<file path="src/rtl/scroll_ctrl.sv">
// scroll_ctrl
// Sequencing controller for the four-digit "dE10" character display.
// A 2-bit rotation offset advances on a prescaled tick while running, or on a
// manual step while holding. The four per-digit character codes are derived
// combinationally from the offset (00=d, 01=E, 10=1, 11=0).
//
// Optional feature macro: SCROLL_DIR_EN
//   defined   -> 'dir' port exists; dir=1 makes every advance -1 mod 4
//   undefined -> no 'dir' port; every advance is +1 mod 4
//
// Parameters:
//   TICK_COUNT : clock cycles per automatic advance (>= 2)
//   CW         : prescaler width, 2**CW >= TICK_COUNT
//
// Ports:
//   clk      in   rising-edge clock
//   rst      in   asynchronous active-high reset
//   run      in   level, 1 = automatic scroll, 0 = hold
//   step     in   advance one position while holding
//   load     in   load 'start' into the offset (wins over any advance)
//   start    in   [1:0] value used by load
//   dir      in   (SCROLL_DIR_EN only) 0 = +1, 1 = -1 per advance
//   offset   out  [1:0] current rotation offset
//   c3..c0   out  [1:0] codes for HEX3..HEX0 = offset+0..offset+3 mod 4
//   tick     out  one-cycle pulse aligned with an offset produced by an advance
//   running  out  high while the controller is in RUN
module scroll_ctrl #(
  parameter int TICK_COUNT = 50000000,
  parameter int CW         = 26
) (
  input  logic       clk,
  input  logic       rst,
  input  logic       run,
  input  logic       step,
  input  logic       load,
  input  logic [1:0] start,
`ifdef SCROLL_DIR_EN
  input  logic       dir,
`endif
  output logic [1:0] offset,
  output logic [1:0] c3,
  output logic [1:0] c2,
  output logic [1:0] c1,
  output logic [1:0] c0,
  output logic       tick,
  output logic       running
);

  typedef enum logic {
    HOLD = 1'b0,
    RUN  = 1'b1
  } state_t;

  state_t        state;
  state_t        state_next;
  logic [CW-1:0] cnt;
  logic [CW-1:0] cnt_next;
  logic [1:0]    offset_next;
  logic [1:0]    delta;
  logic          tick_next;
  logic          terminal;
  logic          advance;

  // Next-state, prescaler and offset update. Load outranks any advance and
  // suppresses the tick; step only counts while holding.
  always_comb begin
    state_next  = run ? RUN : HOLD;
    terminal    = (state == RUN) && (cnt == CW'(TICK_COUNT - 1));
    advance     = (state == RUN) ? terminal : step;
    cnt_next    = cnt + CW'(1);
    offset_next = offset;
    tick_next   = 1'b0;
`ifdef SCROLL_DIR_EN
    delta       = dir ? 2'b11 : 2'b01;
`else
    delta       = 2'b01;
`endif

    // The prescaler restarts on any state change so re-entering RUN always
    // waits a full period before the first automatic advance.
    if ((state != RUN) || (state_next != state) || load || terminal) begin
      cnt_next = '0;
    end

    if (load) begin
      offset_next = start;
    end else if (advance) begin
      offset_next = offset + delta;
      tick_next   = 1'b1;
    end
  end

  // State register, prescaler, offset and registered status outputs.
  always_ff @(posedge clk or posedge rst) begin
    if (rst) begin
      state   <= HOLD;
      cnt     <= '0;
      offset  <= 2'b00;
      tick    <= 1'b0;
      running <= 1'b0;
    end else begin
      state   <= state_next;
      cnt     <= cnt_next;
      offset  <= offset_next;
      tick    <= tick_next;
      running <= (state_next == RUN);
    end
  end

  // Character codes follow the offset directly, so reset shows them at once.
  assign c3 = offset;
  assign c2 = offset + 2'd1;
  assign c1 = offset + 2'd2;
  assign c0 = offset + 2'd3;

endmodule

</file>
<file path="config.mk">
export PLATFORM = sky130hd
export DESIGN_NAME = scroll_ctrl
export DESIGN_NICKNAME = d
export VERILOG_FILES = /design/src/rtl/scroll_ctrl.sv
export SDC_FILE = /design/constraint.sdc
export NUM_CORES = 1
export LEC_CHECK = 0
export CORE_MARGIN = 5
export CORE_UTILIZATION = 55
export CTS_BUF_LIST = sky130_fd_sc_hd__clkbuf_8
export DETAILED_ROUTE_END_ITERATION = 12
export PLACE_DENSITY = 0.84
export REMOVE_ABC_BUFFERS = 1
export SLEW_MARGIN = 25
export SYNTH_ARGS = -nofsm -noshare
export SYNTH_HDL_FRONTEND = slang
export SYNTH_SLANG_ARGS = --single-unit
</file>
<file path="constraint.sdc">
create_clock -name clk -period 2.2 [get_ports clk]
set_clock_uncertainty 0.15 [all_clocks]
set_input_delay 0.33 -clock clk [delete_from_list [all_inputs] [get_ports clk]]
set_output_delay 0.33 -clock clk [all_outputs]
set_load 0.01 [all_outputs]
</file>
-- Word level (Yosys, flattened, before mapping)
Index checks and enable logic that the tools add are counted.
- register bits: 30
- bits of input ports: 7
- output and inout bits: 12
- word-level logic and storage cells: 23
- add/sub/neg operators: 4
- equality and inequality tests: 2
- muxes and demuxes: 7
- bitwise operators: 1
- reduce and logical (&&, ||, !) cells: 5
- operators by type and width (operator ; count):
    $add 26x1->26 const B ; 1
    $eq 26x26->1 const B ; 1
    $mux 26 ; 1
    $add 2x2->2 const B ; 2
    $mux 1 ; 4
    $mux 2 ; 2
    $logic_or 1x1->1 ; 3
    $add 2x1->2 const B ; 1
    $reduce_bool 2->1 ; 1
    $logic_and 1x1->1 ; 1
    $ne 1x1->1 ; 1
    $not 1->1 ; 1

-- Logic depth before layout (Yosys ltp)
Gate-level depths: netlist of run 1.
- word-level depth: 6
- mapped depth: 7
- depth with buffers taken out: 5

-- Worst setup path after synthesis of run 1
No wires, ideal clock.
- path type: reg2reg
- start point: register cnt[0]
- end point: register cnt[2]
- library setup time: 0.132 ns
- arrival time: 1.727 ns
- data required time: 1.918 ns
- path slack: 0.191 ns
- cell stages (with the launch flop): 8
- buffers on the path: 2
- period minus slack after synthesis: 2.009 ns
- path through: dfrtp_1 > ha_1 > and4_1 > buf_2 > nand4_1 > o21ai_1 > clkbuf_1 > nor2_1
- longest elaborated chain between the ends: 4
- elaborated cells between the ends (all ways): 5
- classes of those cells: 1 x add/sub; 1 x eq/ne; 1 x mux; 2 x reduce/logical
- ends and longest elaborated chain (element ; line ; source):
    start: declaration ; 56 ; logic [CW-1:0] cnt;
    start signal: assignment ; 103 ; cnt <= cnt_next;
    branches (longest 3 deep; another with $add 26x1->26) ; - ;
    $mux 26 (*) ; 81 ; if ((state != RUN) || (state_next != state) || load || terminal) begin
    named net cnt_next[2] ; 57 ; logic [CW-1:0] cnt_next;
Mark *: on every way through the listed nets, which the timed path passes.
A chain may end at the register's enable or synchronous reset.

-- Final worst setup path of run 1
- start point: register cnt[6]
- end point: register cnt[25]
Same word-level chain as after synthesis.

==> results of run 1 <==
[kinds of logic after synthesis]
logic type                 Yosys count  share of synthesized area
and+or+nand+nor                     91                     0.3156
adders and majority gates            1                   0.007478
AOI/OAI and AO/OA                   34                     0.1144
DFF                                 30                     0.4488
xor gates and xnor gates            11                    0.05759
buffers and inverters               20                    0.05610
[sequential cells by signal, indices dropped and copies added, names as in the netlist]
| name | count |
|---|---|
| cnt | 26 |
| c3 | 2 |
| state | 1 |
| tick | 1 |
[cell type report]
class,count,share of cell area
Timing Repair Buffer,25,0.1150
Tap cell,33,0.02041
Multi-Input combinational cell,137,0.4100
Sequential cell,30,0.3711
Clock buffer,6,0.04082
Inverter,7,0.01299
Clock inverter,2,0.02968
[what timing repair did]
action                                 in CTS  in global routing
endpoints found under the hold margin       0                  0
resized for setup                           0                  1
hold buffers                                0                  0
setup endpoints to repair                   0                  7
[cell usage after synthesis, drive strengths merged]
cell | number | share of area
nand3 | 11 | 0.033
xor2 | 6 | 0.031
clkbuf | 6 | 0.013
or3 | 7 | 0.026
and2 | 1 | 0.0037
nor2b | 2 | 0.0075
nand2 | 9 | 0.022
nand4b | 1 | 0.0052
or4 | 10 | 0.045
xnor2 | 5 | 0.026
nand2b | 2 | 0.0075
a21oi | 15 | 0.045
dfrtp | 30 | 0.45
nor3b | 1 | 0.0045
inv | 7 | 0.016
buf | 7 | 0.027
a211oi | 1 | 0.0045
and4 | 4 | 0.021
a31o | 1 | 0.0052
and3 | 1 | 0.0037
nor4 | 2 | 0.0075
o31ai | 6 | 0.027
nor4bb | 3 | 0.018
ha | 1 | 0.0075
nand4 | 15 | 0.056
nor2 | 14 | 0.031
nor3 | 8 | 0.024
o21ai | 11 | 0.033
[where the power goes]
group	switching [mW]	leakage, nW	total, mW	internal [mW]
Sequential	0.0114	0.412	0.570	0.559
Clock	0.209	0.0714	0.692	0.483
Combinational	0.0635	0.267	0.136	0.0725
[through the flow]
stage               worst slack [ps]  instance area, um^2  cells  total power, mW  setup TNS [ps]
floorplan                     -157.7                 1605    174           0.6308           -3447
global placement               195.3                 1879    232           0.7127               0
detailed placement             113.4                 1879    232           0.7185               0
CTS                            102.1                 2022    240            1.412               0
global route                   3.139                 2023    240            1.455               0
finish                         80.44                 2023    240            1.399               0
[how the worst max path moves through the flow]
stage               startpoint      end  slack, ps
floorplan               cnt[0]  cnt[10]       -160
CTS                     cnt[8]  cnt[25]        100
detailed placement      cnt[6]  cnt[25]        110
global route            cnt[8]  cnt[25]          3
finish                  cnt[6]  cnt[25]         80
global placement        cnt[8]  cnt[25]        200
[per-layer routing]
layer,track usage,share of wire,vias to the layer above
met4,0.09067,0.015,0
li1,-,-,728
met2,0.3512,0.49,57
met5,0,0,-
met1,0.2347,0.43,726
met3,0.05470,0.070,7
[critical path, stage by stage (launching register included)]
cell and delay, ps:
dfrtp_1 450, nand2_2 110, or4_1 650, or4_1 510
a21oi_1 180
==> metrics, run 1 <==
grt total ovfl 0; Leakage 0.7500 nW; GPL Wtd Cong 0.8487; worst min-delay path class input port to asynchronous set/reset pin; Yosys cell types 31; register area 750.7 um^2; post-DP HPWL 2870 um; die area 4245 um^2; syn_area_per_cell 8.946 um^2; number of global-route vias before repair 1514; Netlist Area Pre-Place 1673 um^2; Worst-Skew Late Latency 290 ps; core area 2978 um^2; GRT Util Overall 0.2029; power density cells 691.3 nW/um^2; Worst Setup Start Kind flip-flop; Slew @ Worst Pin 405.9 ps; Final setup viols 0; r2r worst-path depth 4; post-synthesis sequential area ratio 0.4488; commonest non-fill, non-tap cells in the layout 30 x dfrtp_1, 18 x clkdlybuf4s50_1, 15 x nand4_1, 15 x a21oi_1, 14 x nor2_1; worst r2r src cnt[6]; # nets final 214; worst path arrival time 2180 ps; Routed WL per cell 16.58 um; Peak Freq 471.8 MHz; CTS tree built; crit path max fanout 8; commonest non-fill, non-tap cell in the layout dfrtp_1; first-pass GRT wire length 6699 um; hold_ws 267.4 ps; Tcrit/Tclk final 0.9634; Final ANT Viol Nets 0; reg2reg end cnt[25]; number of diodes 0; Clock transition at path regs 70 ps; Yosys warnings 0; status finished, final reports clean; CP Data Required Time 2260 ps; Via density 6.325; initial antenna violation count 0; vias 1518; unrepaired setup endpoints after global routing no; area of the multi-input gates 829.5 um^2; maximum VDD drop 0.3933 mV; Crit. End Element flip-flop; flop-to-flop setup slack 80 ps; fin crit period 2120 ps; post-route core utilization 0.6794; crit path kind flip-flop to flip-flop; max-cap viol count 0; CTS Buf Count 5; clock sink count 30; largest net degree at the start of global routing 31; initial DRC count 97; IO Pins 19; # DRC 0; clock tree buffer depth 2; final wirelength 3979 um; Port Buffer Count 18; Pins Over Slew Limit 0; Initial Util 0.5618; H-tree levels 2; Root Driver clkbuf_8; #FFs+latches synth 30; area grow syn2layout 20.94%; Layout fillers 253; die span in y 65.15 um; Rel. slew slack 0.7286; post-synthesis instance total 187; first-pass detailed-route iteration total 4; Site Rows 20; number of post-CTS setup repair buffers 0; Hold Vio Cnt, Final 0; share of layout cells above drive strength 1 0.08696; chip width 65.15 um
Power figures use the tool's default switching activity.
==> run 2: changes to the inputs <==
--- a/config.mk
+++ b/config.mk
@@ -10,7 +10,6 @@
 export CTS_BUF_LIST = sky130_fd_sc_hd__clkbuf_8
 export DETAILED_ROUTE_END_ITERATION = 12
 export PLACE_DENSITY = 0.84
-export REMOVE_ABC_BUFFERS = 1
 export SLEW_MARGIN = 25
 export SYNTH_ARGS = -nofsm -noshare
 export SYNTH_HDL_FRONTEND = slang
==> constraint.sdc (replaced) <==
create_clock -name clk -period 2.4 [get_ports clk]
set_clock_uncertainty 0.15 [all_clocks]
set_input_delay 0.36 -clock clk [delete_from_list [all_inputs] [get_ports clk]]
set_output_delay 0.36 -clock clk [all_outputs]
set_load 0.01 [all_outputs]
==> run 2 against run 1 <==
Against the previous run: sequential share of layout area grew 1.3 points; total power shrank 25%; via count grew 0.72%; count of clock-buffer cells in the layout is the same; critical path depth is the same; wire length shrank 5.7%; die area is the same; core utilization shrank 2.3 points; hold slack gained 33 ps; non-clock buffer count shrank 2; largest power group is now sequential cells.
==> metrics, run 2 (synthesis results as in run 1) <==
maximum VDD drop 0.3736 mV (was 0.3933 mV); status finished, final reports clean (unchanged); unrepaired setup endpoints after global routing no (unchanged); final setup margin 255.7 ps (was 80.44 ps); area grow syn2layout 16.90% (was 20.94%); PostCTS Resize Cnt 0 (unchanged); Worst Setup Start Kind flip-flop (unchanged); commonest non-fill, non-tap cells in the layout 30 x dfrtp_1, 18 x clkdlybuf4s50_1, 15 x nand4_1, 15 x a21oi_1, 14 x nor2_1 (unchanged); CTS tree built (unchanged); Leakage 0.7202 nW (was 0.7500 nW); Routed WL per cell 15.76 um (was 16.58 um); chip width 65.15 um (unchanged); Initial Util 0.5618 (unchanged); fin area 1956 um^2 (was 2023 um^2); IO Pins 19 (unchanged); Rel. slew slack 0.6683 (was 0.7286); CTS Buf Count 5 (unchanged); Pins Over Slew Limit 0 (unchanged); Setup TNS 0 ps (unchanged); share of layout cells above drive strength 1 0.06829 (was 0.08696); flop-to-flop setup slack 260 ps (was 80 ps); worst min-delay path class input port to asynchronous set/reset pin (unchanged); Worst-Skew Late Latency 280 ps (was 290 ps); max-cap viol count 0 (unchanged); r2r worst-path depth 4 (unchanged); commonest non-fill, non-tap cell in the layout dfrtp_1 (unchanged); grt total ovfl 0 (unchanged); initial DRC count 95 (was 97); syn nets 195; fin crit period 2144 ps (was 2120 ps); die span in y 65.15 um (unchanged); clock tree buffer depth 2 (unchanged); max reg flops 26 (unchanged); # DRC 0 (unchanged); Hold Vio Cnt, Final 0 (unchanged); Port Buffer Count 18 (unchanged); hold_ws 300.5 ps (was 267.4 ps); number of global-route vias before repair 1423 (was 1514); pre-CTS setup slack 303.2 ps (was 113.4 ps); Placement Cell Area 1864 um^2 (was 1879 um^2); worst path arrival time 2190 ps (was 2180 ps); GRT Util Overall 0.2003 (was 0.2029); power density cells 538.8 nW/um^2 (was 691.3 nW/um^2); Tcrit/Tclk final 0.8935 (was 0.9634); final wirelength 3752 um (was 3979 um); Crit. End Element flip-flop (unchanged); first-pass detailed-route iteration total 4 (unchanged); first-pass GRT wire length 6575 um (was 6699 um); Site Rows 20 (unchanged); die area 4245 um^2 (unchanged); core area 2978 um^2 (unchanged); vias 1529 (was 1518); cts-stage hold buffer count 0 (unchanged); Top reg by flops cnt (unchanged); post-route core utilization 0.6567 (was 0.6794); number of diodes 0 (unchanged); Slew @ Worst Pin 496.2 ps (was 405.9 ps); largest net degree at the start of global routing 31 (unchanged); number of post-CTS setup repair buffers 0 (unchanged); Root Driver clkbuf_8 (unchanged); initial antenna violation count 0 (unchanged); Via density 6.424 (was 6.325); Clock transition at path regs 60 ps (was 70 ps); crit path max fanout 8 (unchanged); crit path kind flip-flop to flip-flop (unchanged); GPL Wtd Cong 0.9047 (was 0.8487); CP Data Required Time 2450 ps (was 2260 ps); Final ANT Viol Nets 0 (unchanged); # nets final 212 (was 214); Final setup viols 0 (unchanged); Peak Freq 466.4 MHz (was 471.8 MHz); H-tree levels 2 (unchanged); post-DP HPWL 2655 um (was 2870 um); clock sink count 30 (unchanged)
-- run 2: cell count changes in the layout (fill, tap and decap cells not counted) --
cell,change
inv_1,+1
buf_4,-2
and4_2,-1
bufinv_16,-2
and4_1,+1
clkinv_2,+1
-- run 2: cell type report --
| type | count | area (um^2) |
|---|---|---|
| Fill cell | 246 | 1022 |
| Inverter | 7 | 26.28 |
| Timing Repair Buffer | 23 | 217.7 |
| Multi-Input combinational cell | 137 | 828.3 |
| Clock buffer | 6 | 82.58 |
| Tap cell | 33 | 41.29 |
| Sequential cell | 30 | 750.7 |
| Clock inverter | 2 | 8.758 |
-- run 2: critical path, stage by stage (launching register included) --
cell     delay, ps
dfrtp_1        460
nand2_2        120
or4_1          660
or4_1          500
a21oi_1        160
-- run 2: final timing paths --
check / end / from
hold reg to reg: cnt[0] / cnt[0]
min in group clk: cnt[0] / cnt[0]
max in group asynchronous: cnt[25] / rst
hold / removal: cnt[15] / rst
setup reg to reg: cnt[25] / cnt[5]
setup / recovery: cnt[25] / cnt[5]
-- run 2: stage by stage --
step,power [mW],instances
finish,1.054,238
global route,1.112,238
CTS,1.070,238
detailed placement,0.6575,230
global placement,0.6555,230
floorplan,0.5919,187
-- run 2: where the power goes --
group	internal [mW]	total (mW)	switching [mW]
clock	0.226	0.407	0.181
sequential	0.513	0.523	0.0103
combinational	0.0674	0.123	0.0561
total	0.806	1.05	0.247
-- run 2: routing by layer --
layer / share of wire / vias to the layer above / GRT usage
met5: 0 / - / 0
met4: 0.023 / 0 / 0.1088
met3: 0.062 / 12 / 0.04957
met2: 0.48 / 55 / 0.3231
met1: 0.44 / 738 / 0.2467
li1: - / 724 / -
==> run 3: changes to the inputs <==
==> constraint.sdc (replaced) <==
create_clock -name clk -period 2.1 [get_ports clk]
set_clock_uncertainty 0.15 [all_clocks]
set_input_delay 0.315 -clock clk [delete_from_list [all_inputs] [get_ports clk]]
set_output_delay 0.315 -clock clk [all_outputs]
set_load 0.01 [all_outputs]
==> run 3 against run 2 <==
Against the previous run: combinational power increased by 15%; critical path depth unchanged; largest power group unchanged; non-clock buffer count increased by 9; design area increased by 3.6%; sequential share of layout area decreased by 1.3 points; hold slack got worse by 57 ps; global-route usage decreased by 0.27 points; fmax increased by 6.5%; core utilization increased by 2.4 points; wire length increased by 0.11%; clock power increased by 15%.
==> metrics, run 3 (synthesis results as in run 1) <==
crit path kind flip-flop to flip-flop (unchanged); Slew @ Worst Pin 389.5 ps (was 496.2 ps); Worst Setup Start Kind flip-flop (unchanged); clock tree buffer depth 2 (unchanged); crit path cell chain nand4_1 > or4_1 > or4_1 > a21oi_1 (was nand2_2 > or4_1 > or4_1 > a21oi_1); Root Driver clkbuf_8 (unchanged); CP max stage delay 610 ps (was 660 ps); H-tree levels 2 (unchanged); Leakage 0.7669 nW (was 0.7202 nW); initial antenna violation count 0 (unchanged); Final ANT Viol Nets 0 (unchanged); vias 1527 (was 1529); syn nets 195 (unchanged); chip width 65.15 um (unchanged); Placement Cell Area 1932 um^2 (was 1864 um^2); Via density 6.182 (was 6.424); die span in y 65.15 um (unchanged); final wirelength 3756 um (was 3752 um); number of global-route vias before repair 1469 (was 1423); Peak Freq 496.8 MHz (was 466.4 MHz); status finished, final reports clean (unchanged); Tcrit/Tclk final 0.9586 (was 0.8935); commonest non-fill, non-tap cell in the layout dfrtp_1 (unchanged); Crit. End Element flip-flop (unchanged); Layout fillers 247 (was 246); CP Data Required Time 2160 ps (was 2450 ps); Hold Vio Cnt, Final 0 (unchanged); Pins Over Slew Limit 0 (unchanged); CTS tree built (unchanged); post-route core utilization 0.6803 (was 0.6567); met1 usage 0.2306 (was 0.2467); maximum VDD drop 0.3743 mV (was 0.3736 mV); M2 GR Usage 0.3321 (was 0.3231); Worst-Skew Late Latency 290 ps (was 280 ps); area grow syn2layout 21.09% (was 16.90%); Rel. slew slack 0.7395 (was 0.6683); # DRC 0 (unchanged); clock sink count 30 (unchanged); most crowded layer after global routing met2 (unchanged); fin area 2026 um^2 (was 1956 um^2); die area 4245 um^2 (unchanged); grt total ovfl 0 (unchanged); Routed WL per cell 15.21 um (was 15.76 um); number of diodes 0 (unchanged); CTS Buf Count 5 (unchanged); fin crit period 2013 ps (was 2144 ps); Final setup viols 0 (unchanged); crit path max fanout 8 (unchanged); GPL Wtd Cong 0.8267 (was 0.9047); commonest non-fill, non-tap cells in the layout 29 x dfrtp_1, 18 x clkdlybuf4s50_1, 15 x nand4_1, 15 x a21oi_1 (was 30 x dfrtp_1, 18 x clkdlybuf4s50_1, 15 x nand4_1, 15 x a21oi_1, 14 x nor2_1); number of post-CTS setup repair buffers 0 (unchanged); worst min-delay path class input port to asynchronous set/reset pin (unchanged); # nets final 221 (was 212); Site Rows 20 (unchanged); largest net degree at the start of global routing 31 (unchanged); Setup TNS 0 ps (unchanged); unrepaired setup endpoints after global routing no (unchanged); power density cells 597.7 nW/um^2 (was 538.8 nW/um^2); first-pass GRT wire length 6479 um (was 6575 um); Initial Util 0.5618 (unchanged); Top reg by flops cnt (unchanged); core area 2978 um^2 (unchanged); GR Util met3 0.05812 (was 0.04957); GRT Util Overall 0.1976 (was 0.2003); max-cap viol count 0 (unchanged); initial DRC count 114 (was 95); Clock transition at path regs 70 ps (was 60 ps); Max stage delay cell, worst path or4_1 (unchanged); worst path arrival time 2080 ps (was 2190 ps); Port Buffer Count 18 (unchanged); first-pass detailed-route iteration total 4 (unchanged); post-DP HPWL 2714 um (was 2655 um); max reg flops 26 (unchanged); Most common cell on crit path or4_1 (unchanged); share of layout cells above drive strength 1 0.1168 (was 0.06829); IO Pins 19 (unchanged)
[run 3: cell count changes in the layout (fill, tap and decap cells not counted), sizes merged]
cell | before | now
buf | 5 | 14
[run 3: per-layer routing]
metal,wire length [um],up-vias
li1,-,744
met1,1591,723
met2,1818,50
met3,257,10
met4,89,0
met5,0,-
[run 3: stage by stage]
stage          total power, mW  std cells  hold WS (ps)  setup slack (ps)
3_5_place_dp            0.7520        239         350.4             104.3
3_3_place_gp            0.7489        239         342.0             164.5
5_1_grt                  1.266        247         328.6             11.06
6_report                 1.211        247         243.9             86.99
2_1_floorplan           0.6764        187         196.4             91.19
4_1_cts                  1.227        247         256.8             62.22
[run 3: power breakdown]
part / total [mW] / switching [mW] / internal [mW]
registers: 0.598 / 0.0121 / 0.586
logic: 0.142 / 0.0651 / 0.0771
clock network: 0.470 / 0.212 / 0.259
total: 1.21 / 0.289 / 0.922
[run 3: worst max-delay path: cells and delay by family, from the launching register on]
kind             cells  cell delay, ps
AND/OR/NAND/NOR      3            1220
flip-flops           1             430
AO/OA/AOI/OAI        1             150
[run 3: what timing repair did]
item                                    4_1_cts  5_1_grt
hold buffers                                  0        0
gates resized for setup                       0        2
endpoints found under the setup margin        0        3
[run 3: layout make-up]
type	instances	area (um^2)	share of cell area
inverter	7	26.28	0.01297
sequential	30	752.0	0.3712
multi-input combinational	137	829.5	0.4095
clock buffer	6	82.58	0.04077
tap	33	41.29	0.02038
clock inverter	2	8.758	0.004324
timing repair buffer	32	285.3	0.1408
[run 3: path summary, 6_finish.rpt]
kind | from | endpoint | slack (ps) | cells after the start
worst max register to register | cnt[3] | cnt[25] | 90 | 4
worst max-delay path | cnt[3] | cnt[25] | 90 | 4
worst min-delay path | rst | cnt[17] | 240 | 3
worst min register to register | cnt[0] | cnt[0] | 360 | 1
min in group clk | cnt[0] | cnt[0] | 360 | 1
max in group asynchronous | rst | c3[0] | 1260 | 3
